==> config.mk <==
export PLATFORM = sky130hd
export DESIGN_NAME = seg_scan_driver
export DESIGN_NICKNAME = d
export VERILOG_FILES = /design/src/rtl/seg_scan_driver.sv
export SDC_FILE = /design/constraint.sdc
export NUM_CORES = 1
export LEC_CHECK = 0
export CAP_MARGIN = 20
export CELL_PAD_IN_SITES_DETAIL_PLACEMENT = 0
export CELL_PAD_IN_SITES_GLOBAL_PLACEMENT = 2
export CORE_ASPECT_RATIO = 0.6
export CORE_MARGIN = 2
export CORE_UTILIZATION = 38
export CTS_CLUSTER_DIAMETER = 80
export DETAILED_ROUTE_END_ITERATION = 10
export HOLD_SLACK_MARGIN = 0.12
export PLACE_DENSITY_LB_ADDON = 0.3
export RECOVER_POWER = 100
export REMOVE_ABC_BUFFERS = 1
export SETUP_SLACK_MARGIN = 0.15
export SYNTH_ARGS = -nofsm -noshare
export SYNTH_HDL_FRONTEND = slang
export SYNTH_SLANG_ARGS = --single-unit
==> constraint.sdc <==
create_clock -name clk -period 3.2 [get_ports clk]
set_input_delay 0.48 -clock clk [delete_from_list [all_inputs] [get_ports clk]]
set_output_delay 0.48 -clock clk [all_outputs]
set_load 0.02 [all_outputs]
==> src/rtl/seg_scan_driver.sv <==
// rtl/seg_scan_driver.sv - binary to BCD converter driving a 4-digit multiplexed 7-segment display
module seg_scan_driver #(
  parameter int SCAN_DIV = 4,
  parameter int BIN_W    = 14
) (
  input  logic             clk,
  input  logic             rst,
  input  logic             load,
  input  logic [BIN_W-1:0] value,
  output logic             busy,
  output logic             overflow,
  output logic [6:0]       num,
  output logic [3:0]       n_mask
);

  localparam int CNT_W = $clog2(BIN_W + 1);
  localparam int DIV_W = (SCAN_DIV > 1) ? $clog2(SCAN_DIV) : 1;

  // Internal digit code for the dash glyph; any nonzero code keeps it out of blanking.
  localparam logic [3:0] DIG_DASH = 4'hA;

  localparam logic [6:0] SEG_BLANK = 7'h7F;

  typedef enum logic [1:0] {
    ST_IDLE,
    ST_CONV,
    ST_COMMIT
  } state_t;

  // Conversion state
  state_t           state_q, state_d;
  logic [BIN_W-1:0] shift_q, shift_d;
  logic [15:0]      bcd_q, bcd_d;
  logic [15:0]      adj;
  logic [CNT_W-1:0] cnt_q, cnt_d;
  logic             ovf_pend_q, ovf_pend_d;
  logic             busy_q, busy_d;
  logic             overflow_q, overflow_d;

  // Displayed digits, d[0] is least significant
  logic [3:0]       dig_q [4];
  logic [3:0]       dig_d [4];

  // Scan state and registered display outputs
  logic [DIV_W-1:0] div_q, div_d;
  logic [1:0]       idx_q, idx_d;
  logic [3:0]       n_mask_q, n_mask_d;
  logic [6:0]       num_q, num_d;
  logic [3:0]       blank;
  logic             lz;

  // Active-low segment pattern {g,f,e,d,c,b,a} for one digit code.
  function automatic logic [6:0] seg_code(input logic [3:0] d);
    logic [6:0] s;
    case (d)
      4'd0:     s = 7'h40;
      4'd1:     s = 7'h79;
      4'd2:     s = 7'h24;
      4'd3:     s = 7'h30;
      4'd4:     s = 7'h19;
      4'd5:     s = 7'h12;
      4'd6:     s = 7'h02;
      4'd7:     s = 7'h78;
      4'd8:     s = 7'h00;
      4'd9:     s = 7'h10;
      DIG_DASH: s = 7'h3F;
      default:  s = SEG_BLANK;
    endcase
    return s;
  endfunction

  // Double-dabble add-3 correction applied before every shift.
  always_comb begin
    adj = bcd_q;
    for (int k = 0; k < 4; k++) begin
      if (bcd_q[4*k +: 4] >= 4'd5) begin
        adj[4*k +: 4] = bcd_q[4*k +: 4] + 4'd3;
      end
    end
  end

  // Conversion FSM next state: capture in IDLE, one bit per cycle in CONV, publish in COMMIT.
  always_comb begin
    state_d    = state_q;
    shift_d    = shift_q;
    bcd_d      = bcd_q;
    cnt_d      = cnt_q;
    ovf_pend_d = ovf_pend_q;
    busy_d     = busy_q;
    overflow_d = overflow_q;
    dig_d      = dig_q;
    unique case (state_q)
      ST_IDLE: begin
        if (load) begin
          shift_d    = value;
          bcd_d      = '0;
          cnt_d      = CNT_W'(BIN_W);
          ovf_pend_d = (32'(value) > 32'd9999);
          busy_d     = 1'b1;
          state_d    = ST_CONV;
        end
      end
      ST_CONV: begin
        {bcd_d, shift_d} = {adj, shift_q} << 1;
        cnt_d            = cnt_q - CNT_W'(1);
        if (cnt_q == CNT_W'(1)) begin
          state_d = ST_COMMIT;
        end
      end
      ST_COMMIT: begin
        for (int k = 0; k < 4; k++) begin
          dig_d[k] = ovf_pend_q ? DIG_DASH : bcd_q[4*k +: 4];
        end
        overflow_d = ovf_pend_q;
        busy_d     = 1'b0;
        state_d    = ST_IDLE;
      end
      default: begin
        state_d = ST_IDLE;
      end
    endcase
  end

  // Leading-zero blanking: a digit above d0 blanks when it and every higher digit are zero.
  always_comb begin
    blank = 4'b0000;
    lz    = 1'b1;
    for (int k = 3; k >= 0; k--) begin
      lz = lz & (dig_q[k] == 4'd0);
      if (k != 0) begin
        blank[k] = lz;
      end
    end
  end

  // Free-running scan divider/index and the next registered digit drive.
  always_comb begin
    div_d = div_q;
    idx_d = idx_q;
    if (div_q == DIV_W'(SCAN_DIV - 1)) begin
      div_d = '0;
      idx_d = idx_q + 2'd1;
    end else begin
      div_d = div_q + DIV_W'(1);
    end
    n_mask_d = ~(4'b0001 << idx_q);
    num_d    = blank[idx_q] ? SEG_BLANK : seg_code(dig_q[idx_q]);
  end

  // All state registers; reset discards any conversion in flight and shows "0".
  always_ff @(posedge clk) begin
    if (rst) begin
      state_q    <= ST_IDLE;
      shift_q    <= '0;
      bcd_q      <= '0;
      cnt_q      <= '0;
      ovf_pend_q <= 1'b0;
      busy_q     <= 1'b0;
      overflow_q <= 1'b0;
      for (int k = 0; k < 4; k++) begin
        dig_q[k] <= 4'd0;
      end
      div_q      <= '0;
      idx_q      <= 2'd0;
      n_mask_q   <= 4'hF;
      num_q      <= SEG_BLANK;
    end else begin
      state_q    <= state_d;
      shift_q    <= shift_d;
      bcd_q      <= bcd_d;
      cnt_q      <= cnt_d;
      ovf_pend_q <= ovf_pend_d;
      busy_q     <= busy_d;
      overflow_q <= overflow_d;
      for (int k = 0; k < 4; k++) begin
        dig_q[k] <= dig_d[k];
      end
      div_q      <= div_d;
      idx_q      <= idx_d;
      n_mask_q   <= n_mask_d;
      num_q      <= num_d;
    end
  end

  assign busy     = busy_q;
  assign overflow = overflow_q;
  assign num      = num_q;
  assign n_mask   = n_mask_q;

endmodule
Word level (Yosys, flattened, before mapping)
Memories as Yosys holds them, arrays and structs flattened. A register that Yosys moved wholly into a read port is not among the register bits.
Index checks and enable logic that the tools add are counted.
Word-level totals
  bits of input ports: 17
  memory bits (read-only): 112
  bits in registers: 63
  RAM bits: 0
  memories: 1
  logic and storage cells: 76
  latch bits: 0
Memory list
  (name not given): words 16, bits a word 7, rd ports 1, clocked after memory_dff 1, wr ports 0, line 55  | case (d)
Cells by class
  shift operators: 1
  bitwise gates (word level): 4
  order comparisons: 7
  reductions and logical operators: 12
  multipliers: 0
  mux-type cells: 24
  eq/ne operators: 6
  div/mod/pow operators: 0
  add/subtract/negate cells: 7
Operator list (count)
  two-way mux 4 bit: 10
  case mux 16 bit (2 select lines): 1
  case mux 14 bit (2 select lines): 1
  greater-or-equal comparator 4 x 3 -> 1 bit (second input constant): 4
  two-way mux 16 bit: 1
  > comparator 14 bit (second input constant): 1
  two-way mux 14 bit: 1
  adder 4 x 2 -> 4 bit (second input constant): 3
  logical NOT 4 bit: 3
  binary-select mux 4 bit (select 2 bit): 1
  case mux 4 bit (2 select lines): 1
  AND reduction 2 bit: 4
  adder 2 x 1 -> 2 bit (second input constant): 2
  == test 2 bit (second input constant): 2
  == test 4 x 1 -> 1 bit (second input constant): 1
  two-way mux 2 bit: 2
  inequality test 2 bit (second input constant): 2
  NOT 4 bit: 1
  case mux 2 bit (2 select lines): 1
  nonzero test 2 bit: 2
  OR reduction 2 bit: 2
  << shifter 1 x 2 -> 4 bit (first input constant): 1
  subtractor 4 x 1 -> 4 bit (second input constant): 1
  adder 3 x 2 -> 3 bit (second input constant): 1
  other kinds (10): 12

Logic depth before layout (Yosys ltp)
Gate-level depths: netlist of the first run.
  depth after elaboration: 6
  depth in mapped cells: 8

Worst setup path before layout of the first run
Ideal clock, no wire load.
  kind: register to register
  start: register idx_q[0]
  end: register num_q[4], in the netlist num[4]
  path buffers: 1
  setup time: 0.145 ns
  stages on the path, launching flop included: 8
  required time: 3.055 ns
  arrival time: 1.718 ns
  setup slack: 1.337 ns
  clock period less this slack: 1.863 ns
  path through: dfxtp_1 -> buf_6 -> mux4_2 -> inv_1 -> ha_1 -> nor2b_1 -> a211oi_1 -> o211ai_1
On the way
  longest elaborated chain between the ends: 4
  elaborated cells between the ends (all ways): 7
RTL lines
  start, declared: line 46  | logic [1:0] idx_q, idx_d;
  start signal, assigned: line 179  | idx_q <= idx_d;
  NOT 2 -> 3 bit (not written as such): line 147  | num_d = blank[idx_q] ? SEG_BLANK : seg_code(dig_q[idx_q]);
  binary-select mux 4 bit (select 2 bit): line 147
  two-way mux 4 bit (not written as such) (2 in a row): line 147
  end, declared: line 48  | logic [6:0] num_q, num_d;
Several ways; a longest one is shown, not always the timed one. The select of a mux whose other input is x is not followed.
A chain may end at the register's enable or synchronous reset.

Final worst setup path of the first run
  start: input port load
  end: register shift_q[11]
On the way
  longest elaborated chain between the ends: 2
RTL lines
  start, declared: line 8  | input logic load,
  inequality test 2 bit (no source line)
  AND reduction 2 bit (no source line)
  end signal, assigned: line 169  | shift_q <= shift_d;
  end, declared: line 32  | logic [BIN_W-1:0] shift_q, shift_d;
Every way passes these cells.

==> impl_metrics.toml, run 1 <==
[status]
outcome = "complete, no violations"

[sta]
finalCritPeriodShare_pct = 73.9
relSlewSlack_pct = 44.7
tns_ps = 0
rsz0062_at_grt = "no"
timing_hold_violations_final = 0
clock_skew_ps = 6.69
max_slew.worst_pin.slew_ps = 826
setup_viol_count_final = 0
setup_slack_ps = 837
period_needed_ps = 2360
slew_viol_final = 0
clock.fmax_mhz = 423

[logic_synthesis]
synth_cell_types = 48
avgSynthCellArea_um2 = 8.99
async_flop_share_pct = 0
yosysSeqAreaShare_pct = 42.1
synth_top_area_share_pct = 42.1
yosysWarnings = 0
syn_area_mm2 = 0.00333
ys_ff_latch = 70
synth_cells = 370
synth_ff_type = "dfxtp_1"
synthTopCellsByArea = "dfxtp_1 42%, ha_1 7.5%, a21oi_1 4.5%"
synth-edff-count = 0
yosys.area.top_type = "dfxtp_1"

[die]
rows = 26
die_x_um = 125
start_util_pct = 39.2
die_area_mm2 = 0.00954
core_area_mm2 = 0.00849
dieHeight_um = 76.5
io_pins = 30

[global_route]
grt_max_degree = 26
grt_pass1_vias = 2388
grt-ovfl-total = 0
antenna_found_initial = 0
grtUsageTotal_pct = 17.0
grt_pass1_wl_um = 12500

[routing]
vias_per_cell = 5.32
dr.pass1.iters = 5
top_layer = "met4"
wire_per_inst_um = 15.3
finalWirelength_um = 7840
wl_met3_um = 658
drtIter0Drc = 211
vias = 2717
antenna_left = 0
drc_errors = 0
wl_met1_um = 4310
met2_wirelength_um = 2780

[setup_path]
critPathSlowestCell = "dlygate4sd3_1"
critPathKind = "primary input to flip-flop"
crit_required_ps = 3480
slowest_delay_ps = 530
startpoint_type = "primary input"
cp-end-kind = "flip-flop"
cp_max_fo = 16
cpLargestDelayFamily = "buffers and inverters"
crit_chain = "dlygate4sd3_1 -> clkbuf_1 -> or3b_2 -> nor2_1 -> a222oi_1 -> inv_1"
worst-path-buf-inv = 3
worstPathArrival_ps = 2640

[placed_design]
dpl.hpwl_um = 5610
gp_congestion = 0.829
port_buffers = 29
dpl.cell_count = 498
pre_cts_ws_ps = 890

[cts]
clk_pin_slew_worst_paths_ps = 50
htree_levels = 3
clkLatencyLatePin_ps = 340
cts_tree = "done"
post_cts_buffers = 0
cts_root_buf = "clkbuf_16"
cts_resized = 0
cts.path.max_buffers = 2
cts_buffers = 9
hold_buffers = 0
cts.sinks = 70

[cells_and_area]
final_common_cell = "dfxtp_1"
drive_above_1_share_pct = 8.27
finalNonFillerCells = 511
syn_to_final_growth_pct = 19.0
final_nets = 434
final_cell_mix = "70 x dfxtp_1, 31 x nor2_1, 30 x a21oi_1"
diodes = 0

[hold_path]
hold_class = "flip-flop to flip-flop"

[flow_run]
maxCapViolCount = 0

[power]
power_density_mw_per_mm2 = 523
ir_drop_mv = 0.217
total_power_w = 0.00207
p_leak_nw = 1.54
## power breakdown
| group | internal (W) | total, W | switching, W |
|---|---|---|---|
| registers | 0.000918 | 0.000953 | 0.0000353 |
| clock network | 0.000550 | 0.000906 | 0.000356 |
| logic | 0.0000929 | 0.000211 | 0.000119 |
| total | 0.00156 | 0.00207 | 0.000510 |
## per-layer routing
| layer | vias to the layer above | track usage (%) |
|---|---|---|
| met3 | 8 | 7.23 |
| met2 | 74 | 20.9 |
| met5 | - | 0 |
| met1 | 1270 | 25.8 |
| met4 | 0 | 5.06 |
| li1 | 1365 | - |
## cells by family (layout without fill, tap and decap cells)
| family | after synthesis | in the layout | share of synthesized area, % |
|---|---|---|---|
| simple gates | 125 | 125 | 18.7 |
| compound gates | 82 | 82 | 16.7 |
| flops | 70 | 70 | 42.1 |
| buf+inv | 50 | 79 | 6.54 |
| fa+ha+maj | 20 | 20 | 7.52 |
| xor+xnor | 12 | 12 | 3.16 |
| mux | 11 | 11 | 5.30 |
## sequential cells by signal, summed over array words and instances (netlist names)
name and count:
num 7, overflow 1, dig_q 16, shift_q 14
div_q 2, bcd_q 16, cnt_q 4, ovf_pend_q 1
state_q 2, busy 1, idx_q 2, n_mask 4
## path summary, 6_finish.rpt
kind	from	endpoint	slack [ps]	depth (start not counted)
min	div_q[0]$_SDFF_PP0_	div_q[0]$_SDFF_PP0_	420	1
max reg2reg	idx_q[0]$_SDFFE_PP0P_	num[5]$_SDFF_PP1_	1070	6
min reg2reg	div_q[0]$_SDFF_PP0_	div_q[0]$_SDFF_PP0_	420	1
max	load	shift_q[11]$_SDFFE_PP0P_	840	6
## cell type report
class	instances	area [µm²]
multi-input cells	250	1700
clock buffers	11	253
inverters	29	109
well taps	112	140
flip-flops and latches	70	1400
repair buffers	37	343
clock inverters	2	10.0
fillers	807	4530
## through the flow
step / instance area [µm²] / hold slack, ps / utilization, %
after CTS: 3970 / 427 / 46.8
after global routing: 3960 / 433 / 46.6
after detailed placement: 3710 / 420 / 43.7
final: 3960 / 423 / 46.6
after floorplan: 3220 / 400 / -
after global placement: 3710 / 414 / 43.7
## cell usage after synthesis, types with 2 or more instances
library cell,n
o221a_2,5
nand3_1,7
nand2b_1,6
or4_1,2
o22ai_1,2
o21ai_0,16
nand4_1,2
nor2_1,31
buf_1,3
o211ai_1,3
ha_1,20
buf_6,3
nand2_1,27
xnor2_1,9
or3_1,4
clkbuf_1,9
a211oi_1,3
a22o_1,5
nand3b_1,6
mux2i_1,6
nor2b_1,4
inv_1,28
dfxtp_1,70
a222oi_1,6
o31ai_1,4
nor3b_1,4
nor3_1,23
a21oi_1,30
mux4_2,4
buf_2,6
nor4_1,3
xor2_1,3
(Power assumes the default switching activity.)
==> run 2: changes to the inputs <==
--- a/config.mk
+++ b/config.mk
@@ -10,7 +10,7 @@
 export CELL_PAD_IN_SITES_GLOBAL_PLACEMENT = 2
 export CORE_ASPECT_RATIO = 0.6
 export CORE_MARGIN = 2
-export CORE_UTILIZATION = 38
+export CORE_UTILIZATION = 35
 export CTS_CLUSTER_DIAMETER = 80
 export DETAILED_ROUTE_END_ITERATION = 10
 export HOLD_SLACK_MARGIN = 0.12
==> constraint.sdc (replaced) <==
create_clock -name clk -period 2.41 [get_ports clk]
set_input_delay 0.3615 -clock clk [delete_from_list [all_inputs] [get_ports clk]]
set_output_delay 0.3615 -clock clk [all_outputs]
set_load 0.02 [all_outputs]
==> impl_metrics.toml, run 2 (synthesized netlist as in run 1, its figures left out) <==
[die]
die_area_mm2 = 0.0103
core_area_mm2 = 0.00919
dieHeight_um = 79.5
io_pins = 30
die_x_um = 130
start_util_pct = 36.2
rows = 27

[cts]
clkLatencyLatePin_ps = 340
post_cts_buffers = 0
clk_pin_slew_worst_paths_ps = 50
cts_root_buf = "clkbuf_16"
hold_buffers = 0
cts_buffers = 9
cts.path.max_buffers = 2
cts_tree = "done"
cts_resized = 0
htree_levels = 3
cts.sinks = 70

[setup_path]
slowest_delay_ps = 610
cpLargestDelayFamily = "buffers and inverters"
cp-end-kind = "flip-flop"
worst-path-buf-inv = 4
worstPathArrival_ps = 2330
critPathSlowestCell = "dlygate4sd3_1"
cp_max_fo = 20
startpoint_type = "primary input"
crit_chain = "dlygate4sd3_1 -> clkbuf_1 -> nor2_1 -> buf_12 -> a222oi_1 -> inv_1"
crit_required_ps = 2630
critPathKind = "primary input to flip-flop"

[sta]
clock.fmax_mhz = 474
relSlewSlack_pct = 36.2
clock_skew_ps = 7.52
timing_hold_violations_final = 0
period_needed_ps = 2110
tns_ps = 0
slew_viol_final = 0
rsz0062_at_grt = "no"
max_slew.worst_pin.slew_ps = 954
finalCritPeriodShare_pct = 87.5
setup_viol_count_final = 0

[cells_and_area]
final_nets = 437
reg.largest.list = "bcd_q (16), dig_q (16), shift_q (14)"
finalNonFillerCells = 535
multi_input_area_mm2 = 0.00171
n_fill_cell = 925
regArea_mm2 = 0.00140
syn_to_final_growth_pct = 21.2
final_cell_mix = "70 x dfxtp_1, 31 x nor2_1, 30 x a21oi_1"
final_core_util_pct = 43.9
drive_above_1_share_pct = 9.14
final_common_cell = "dfxtp_1"
diodes = 0

[flow_run]
maxCapViolCount = 0

[routing]
vias = 2723
drc_errors = 0
vias_per_cell = 5.09
antenna_left = 0
finalWirelength_um = 7930
wire_per_inst_um = 14.8
drtIter0Drc = 296
dr.pass1.iters = 6

[power]
total_power_w = 0.00283
p_leak_nw = 1.56
ir_drop_mv = 0.345
power_density_mw_per_mm2 = 702

[global_route]
grtUsageTotal_pct = 17.2
antenna_found_initial = 0
grt-ovfl-total = 0
grt_max_degree = 22
grt_pass1_wl_um = 13400
grt_pass1_vias = 2421

[placed_design]
dpl.hpwl_um = 5840
dpl.cell_count = 519
port_buffers = 29
gp_congestion = 0.841

[status]
outcome = "complete, no violations"

[hold_path]
hold_class = "flip-flop to flip-flop"
==> run 2: path summary, 6_finish.rpt <==
| kind | from | endpoint | slack [ps] | depth (start not counted) |
|---|---|---|---|---|
| hold / removal | div_q[0]$_SDFF_PP0_ | div_q[0]$_SDFF_PP0_ | 420 | 1 |
| setup reg to reg | idx_q[0]$_SDFFE_PP0P_ | num[5]$_SDFF_PP1_ | 430 | 6 |
| hold reg to reg | div_q[0]$_SDFF_PP0_ | div_q[0]$_SDFF_PP0_ | 420 | 1 |
| setup / recovery | rst | shift_q[4]$_SDFFE_PP0P_ | 300 | 6 |
==> run 2: area by class of cell <==
class,count,area share [%]
Sequential cell,70,34.7
Clock buffer,11,5.77
Inverter,29,2.70
Tap cell,130,4.03
Clock inverter,5,1.24
Timing Repair Buffer,40,9.18
Multi-Input combinational cell,250,42.3
==> run 2: routing by layer <==
layer / wire length [µm] / global-route usage, % / up-vias
met3: 501 / 5.56 / 8
met2: 2650 / 18.9 / 73
li1: - / - / 1362
met5: 0 / 0 / -
met4: 74 / 5.59 / 0
met1: 4710 / 28.8 / 1280
==> run 2: per-stage QoR <==
| stage | hold WS [ps] | area, µm² | setup slack, ps |
|---|---|---|---|
| floorplan | 400 | 3220 | 481 |
| global placement | 414 | 3770 | 438 |
| detailed placement | 422 | 3770 | 295 |
| CTS | 430 | 4050 | 424 |
| global route | 444 | 4030 | 152 |
| finish | 423 | 4030 | 302 |
==> run 2: power by group <==
part | leakage (nW) | internal, W | switching, W
Sequential | 0.572 | 0.00122 | 0.0000516
Clock | 0.143 | 0.000794 | 0.000482
Combinational | 0.849 | 0.000130 | 0.000157
Total | 1.56 | 0.00214 | 0.000691
